==> config.mk <==
export PLATFORM = sky130hd
export DESIGN_NAME = data_mem_ctrl
export DESIGN_NICKNAME = d
export VERILOG_FILES = /design/src/rtl/data_mem_ctrl.sv
export SDC_FILE = /design/constraint.sdc
export NUM_CORES = 2
export LEC_CHECK = 0
export CORE_UTILIZATION = 25
export DETAILED_ROUTE_END_ITERATION = 6
export GPL_ROUTABILITY_DRIVEN = 0
export PLACE_DENSITY = 0.36
export SLEW_MARGIN = 0
export SYNTH_ARGS = -nofsm -noshare
export SYNTH_HDL_FRONTEND = slang
export SYNTH_SLANG_ARGS = --single-unit
==> constraint.sdc <==
create_clock -name clk -period 10.75 [get_ports clk]
set_clock_uncertainty 0.1 [all_clocks]
set_input_delay 2.15 -clock clk [delete_from_list [all_inputs] [get_ports clk]]
set_output_delay 2.15 -clock clk [all_outputs]
set_load 0.005 [all_outputs]
==> src/rtl/data_mem_ctrl.sv <==
// Data-memory responder for the 16-bit core: word-addressed synchronous RAM
// with configurable wait states, stalling the core until each load/store completes.
module data_mem_ctrl #(
  parameter int DEPTH       = 256,
  parameter int WAIT_CYCLES = 1
) (
  input  logic        clk,
  input  logic        rst,
  input  logic        ram_read,
  input  logic        ram_write,
  input  logic [15:0] addr,
  input  logic [15:0] wdata,
  output logic [15:0] rdata,
  output logic        stall,
  output logic        done,
  output logic        bus_err
);

  localparam int         AW       = (DEPTH > 1) ? $clog2(DEPTH) : 1;
  localparam logic [16:0] DEPTH_W  = 17'(DEPTH);
  localparam logic [3:0]  CNT_INIT = (WAIT_CYCLES > 0) ? 4'(WAIT_CYCLES - 1) : 4'd0;

  if (WAIT_CYCLES < 0 || WAIT_CYCLES > 15) begin : g_bad_wait_cycles
    $error("data_mem_ctrl: WAIT_CYCLES must be in 0..15");
  end

  typedef enum logic [1:0] {
    S_IDLE,
    S_WAIT,
    S_RESP
  } state_t;

  state_t      state, state_next;
  logic [3:0]  cnt, cnt_next;
  logic        req, capture, commit, in_range;
  logic        cap_write, cap_both;
  logic [15:0] cap_addr, cap_wdata;
  logic        acc_write, acc_both;
  logic [15:0] acc_addr, acc_wdata;
  logic [15:0] mem [DEPTH];

  assign req   = ram_read | ram_write;
  assign stall = ((state == S_IDLE) && req) || (state == S_WAIT);

  // NOTE: every output of a combinational block gets a default first, so no
  // path through the case leaves it unassigned and no latch is inferred.
  always_comb begin
    state_next = state;
    cnt_next   = cnt;
    capture    = 1'b0;
    case (state)
      S_IDLE: begin
        if (req) begin
          capture = 1'b1;
          if (WAIT_CYCLES > 0) begin
            state_next = S_WAIT;
            cnt_next   = CNT_INIT;
          end else begin
            state_next = S_RESP;
          end
        end
      end
      S_WAIT: begin
        if (cnt == 4'd0) state_next = S_RESP;
        else             cnt_next   = cnt - 4'd1;
      end
      S_RESP:  state_next = S_IDLE;
      default: state_next = S_IDLE;
    endcase
  end

  // With zero wait states the commit edge is the capture edge, so the access
  // operands bypass the capture registers while still in IDLE.
  always_comb begin
    if (state == S_IDLE) begin
      acc_write = ram_write;
      acc_both  = ram_read & ram_write;
      acc_addr  = addr;
      acc_wdata = wdata;
    end else begin
      acc_write = cap_write;
      acc_both  = cap_both;
      acc_addr  = cap_addr;
      acc_wdata = cap_wdata;
    end
  end

  assign commit   = (state_next == S_RESP) && !rst;
  assign in_range = {1'b0, acc_addr} < DEPTH_W;

  // NOTE: state is updated with non-blocking assignments so every register
  // samples the pre-edge values, independent of block ordering.
  always_ff @(posedge clk) begin
    if (rst) begin
      state <= S_IDLE;
      cnt   <= 4'd0;
    end else begin
      state <= state_next;
      cnt   <= cnt_next;
    end
  end

  always_ff @(posedge clk) begin
    if (rst) begin
      cap_write <= 1'b0;
      cap_both  <= 1'b0;
      cap_addr  <= 16'h0000;
      cap_wdata <= 16'h0000;
    end else if (capture) begin
      cap_write <= ram_write;
      cap_both  <= ram_read & ram_write;
      cap_addr  <= addr;
      cap_wdata <= wdata;
    end
  end

  // rdata only moves on a completed read; an errored read returns zero.
  always_ff @(posedge clk) begin
    if (rst) begin
      rdata   <= 16'h0000;
      done    <= 1'b0;
      bus_err <= 1'b0;
    end else begin
      done    <= commit;
      bus_err <= commit && (!in_range || acc_both);
      if (commit && !acc_write) begin
        rdata <= in_range ? mem[acc_addr[AW-1:0]] : 16'h0000;
      end
    end
  end

  // NOTE: the RAM array has no reset; contents survive rst and stay undefined
  // until written, which lets it map onto block RAM.
  always_ff @(posedge clk) begin
    if (commit && acc_write && in_range) begin
      mem[acc_addr[AW-1:0]] <= acc_wdata;
    end
  end

endmodule

# Word level (Yosys, flattened, before mapping)
# Memory sizes are Yosys's and may differ from the RTL's.
# Cells that the tools add are included.
# classes
muxes,15
bitwise_logic,2
reduce_logical,15
eq_ne,4
order_cmp,1
n_addsub,1
# ops
operator,n
16-bit 2-to-1 mux,3
16-bit by 9-bit < comparator with 1-bit output (second input constant),1
4-bit 2-to-1 mux,2
4-bit one-hot mux with 2 select lines,1
1-bit logical AND,6
1-bit 2-to-1 mux,6
4-bit zero test,1
2-bit 2-to-1 mux,2
2-bit inequality test (second input constant),2
2-bit one-hot mux with 2 select lines,1
4-bit by 1-bit subtractor with 4-bit output (second input constant),1
1-bit zero test,3
3-bit AND reduction,1
2-bit by 1-bit equality test with 1-bit output (second input constant),1
2-bit equality test (second input constant),1
2-bit zero test,1
1-bit logical OR,2
2-bit nonzero test,1
1-bit AND,1
1-bit OR,1
# totals
mem_bits_rw,4096
register_bits,58
word_cells,48
n_memories,1
input_bits,36
output_inout_bits,19
# mem_list
name,depth,width,rd,rd_clocked_by_memory_dff,write_ports,line_no,source
mem,256,16,1,0,1,40,logic [15:0] mem [DEPTH];

# Longest topological paths before layout
# logic_depth
word_depth,9
depth_mapped,14

# Worst setup path before layout
# Ideal clock, no wire load.
# synth_path
path_kind,input port to flip-flop
start,in wdata[10]
end,mem mem[0][10] (data pin)
arrival_ps,5247
required_time_ps,9827
setup_time_ps,823
stages,2
path_buffers,0
slack_ps,4581
path_cell_list,nand2_1 -> nand2_1
# synth_between
elab_chain_len,1
# synth_rtl
element,line_no,source
start: declaration,12,"input logic [15:0] wdata,"
16-bit 2-to-1 mux,75,if (state == S_IDLE) begin
via acc_wdata[10],39,"logic [15:0] acc_addr, acc_wdata;"
end: declaration,40,
# The timed path passes the listed nets, and every way through them passes these cells.

# Worst setup path after layout
# layout_path
start,in addr[1]
end,reg rdata[12]
# layout_between
elab_chain_len,3
# layout_rtl
element,line_no,source
start: declaration,11,"input logic [15:0] addr,"
16-bit 2-to-1 mux (*),75,
memory 256 x 16 bit or 16-bit by 9-bit < comparator with 1-bit output (tied branches),--,
16-bit 2-to-1 mux (*),127,rdata <= in_range ? mem[acc_addr[AW-1:0]] : 16'h0000;
end signal: assignment,127,
end: declaration,13,"output logic [15:0] rdata,"
# Every way passes the cells marked *; elsewhere a longest branch is shown, timed or not.
# A chain may end at the register's enable or synchronous reset.

==> run summary <==
Vias in the first global route: 88415
Gate Count Post-Synth: 8810
Min-Delay Path Class: flip-flop to flip-flop
Initial DRC Count: 9719
Syn_nets: 8848
Worst Reg2Reg Path Length in Cells: 13
Post-route ant nets: 0
Crit-path cells: clkdlybuf4s50_1 -> nor4_1 -> a21oi_4 -> buf_12 -> buf_12 -> buf_12 -> o22ai_1 -> o21ai_0 -> a41oi_1 -> nor4_1 -> nor2_1 -> a211oi_2 -> a32o_1
Die height: 778 um
CTS Hold Bufs: 0
Initial antenna violation count: 52
Die area: 0.605 mm2
Post-synth EDFFs: 4096
Initial Utilization: 25.1%
Setup TNS: 0 ps
CTS buffer count: 455
Yosys warning count: 0
Core area: 0.599 mm2
Clock sinks: 4154
CTS tree: done
Final Hold Vio Count: 0
Placed cell area: 0.164 mm2
Reg2Reg Setup Slack: 4490 ps
Clk pin slew, worst setup/hold paths: 60 ps
DR vias: 89216
Yosys cell types: 46
Asr flop ratio synth: 0%
CP Max Fanout: 95
Max-cap viol count: 0
DRC: 0
Worst hold path endpoint: cap_wdata[7]
Primary FF master, synth: edfxtp_1
TritonRoute pass-1 iters: 5
Final wirelength: 563000 um
Syn_area_per_cell: 17.1 um2
Grt total ovfl: 0
Worst flop-to-flop path startpoint: state[0]
Skew-Pair Late Insertion Delay: 1030 ps
Slowest CP cell: a211oi_2
Count leader, synth: edfxtp_1
Post-DR wirelength/cell: 32.1 um
DIE WIDTH: 778 um
Part of the power in the clock network: 41.0%
Ranking of synthesized cells by area: edfxtp_1, o22ai_1, o21ai_0
Actual slew at the worst max-slew pin: 1420 ps
Syn Std Cell Area: 0.150 mm2
Status: finished, final reports clean
Setup crit start kind: primary input
WP data arrival: 8020 ps
Largest net degree at the start of global routing: 193
H-Tree Depth: 5
Period minus WS final: 7160 ps
Most common library cells after synthesis: edfxtp_1, o22ai_1, o21ai_0, clkbuf_1, nor2_1
Critical setup path kind: primary input to flip-flop
VDD IR-drop max: 0.000137 V
Slew Limit Fails: 0
Post-cts sizing count: 0
IO Port Bufs: 54
Delay-heaviest family, CP: compound AO/OA/AOI/OAI gates
Clk buf depth: 4
Worst path bufs/invs: 4
Net Sw Frac: 25.4%
Total global-route track usage: 18.0%
Area Growth Syn to Fin: 18.2%
Final setup fails: 0
Tcrit/Tclk final: 66.6%
Pleak: 52.4 nW
# IOs: 55
Share of post-route cells with drive strength above 1: 13.4%
Required @ worst endpoint: 11610 ps
Register area share after synthesis: 82.5%
First-pass GRT wire length: 764000 um
Worst R2R End: rdata[12]
Top-area cell type share of the netlist area: 81.7%
Cell internal pwr: 27.7 mW
Share of power burned in registers: 49.2%
Hold depth: 2
Fmax: 0.140 GHz
RSZ-0062 raised after global routing: no
Final Cell Area: 0.178 mm2
Post-synth top area cell: edfxtp_1
Psw: 9.42 mW
Power density over the cells: 209 mW/mm2
Cell Rows: 284
Buffer count from post-CTS setup fixing: 0
Worst path most repeated cell: buf_12
HP Start: cap_wdata[7]
Vias per cell: 5.08
Slew HR: 4.62%
Setup crit end kind: flip-flop
HPWL after DPL: 315000 um
Nets: 9203
Root buffer cell: clkbuf_16
Worst path max stage delay: 810 ps
Flop and latch count out of synthesis: 4154
Comb pwr share: 9.8%
==> power groups by stage <==
stage / clock [mW] / combinational [mW] / sequential [mW]
3_5_place_dp: 0 / 3.69 / 18.6
3_3_place_gp: 0 / 3.65 / 18.6
4_1_cts: 15.5 / 3.70 / 18.2
2_1_floorplan: 0 / 1.68 / 18.7
6_report: 15.2 / 3.65 / 18.2
5_1_grt: 16.1 / 3.84 / 18.2
==> layer usage <==
| metal | track usage [%] | up-vias | wire [um] |
|---|---|---|---|
| met2 | 28.9 | 3031 | 261000 |
| met1 | 25.5 | 47873 | 254000 |
| met5 | 0 | - | 99 |
| li1 | - | 37660 | - |
| met3 | 2.81 | 638 | 34600 |
| met4 | 4.15 | 14 | 13800 |
==> registers in the layout, indices dropped and copies added, names as in the netlist, 2 cells and up <==
name and flops:
cap_addr 16, cap_wdata 16, cnt 4, mem 4096
rdata 16, state 2
==> cells by family (layout without fill, tap and decap cells) <==
kind of cell | Yosys count | in the layout | share of synthesized area [%]
muxes | 6 | 6 | 0.0449
xor gates and xnor gates | 2 | 2 | 0.0116
DFF | 4154 | 4154 | 82.5
and+or+nand+nor | 544 | 544 | 1.51
adders and majority gates | 2 | 2 | 0.0166
other | 0 | 11 | 0
AOI/OAI and AO/OA | 3449 | 3449 | 14.0
buffers and inverters | 653 | 1387 | 1.87
==> cell type report <==
type                            count  area [um2]
Inverter                           10        37.5
Tap cell                         8008       10000
Clock buffer                      569       12000
Sequential cell                  4154      124000
Fill cell                       58848      421000
Antenna cell                       11        27.5
Multi-Input combinational cell   4003       24400
Timing Repair Buffer              541        4910
Clock inverter                    267        2290
==> per-stage QoR <==
step | util (%) | hold WS [ps] | cells | total power, mW | setup WS, ps
floorplan | - | 336 | 8810 | 20.4 | 4580
global placement | 27.3 | 341 | 16708 | 22.2 | 1790
detailed placement | 27.3 | 350 | 16715 | 22.3 | 2550
CTS | 29.7 | 358 | 17551 | 37.5 | 3640
global route | 29.7 | 371 | 17553 | 38.2 | 3490
finish | 29.7 | 358 | 17563 | 37.1 | 3590
==> worst max-delay path by stage <==
stage                   start  cells after the start  slack (ps)          to
global placement      addr[1]                     11        1790   rdata[15]
detailed placement    addr[0]                     13        2550   rdata[12]
finish                addr[1]                     13        3590   rdata[12]
global route          addr[0]                     13        3490   rdata[12]
floorplan           wdata[10]                      2        4580  mem[0][10]
CTS                   addr[0]                     13        3640   rdata[12]
==> tightest hold or removal path, delay by kind of cell, from the launching register on <==
kind             cells  cell delay, ps
AND/OR/NAND/NOR      1              50
flip-flops           1             310
AO/OA/AOI/OAI        1              50
==> layout by cell type (no fill, tap or decap), types with 122 or more instances in the layout <==
cell type / n
edfxtp_1: 4096
o22ai_1: 1930
o21ai_0: 887
clkbuf_16: 463
buf_4: 428
a41oi_1: 228
nor2_1: 190
nand2_1: 138
a22oi_1: 129
clkinv_1: 122
No activity file was read; power rests on OpenSTA's default activity.
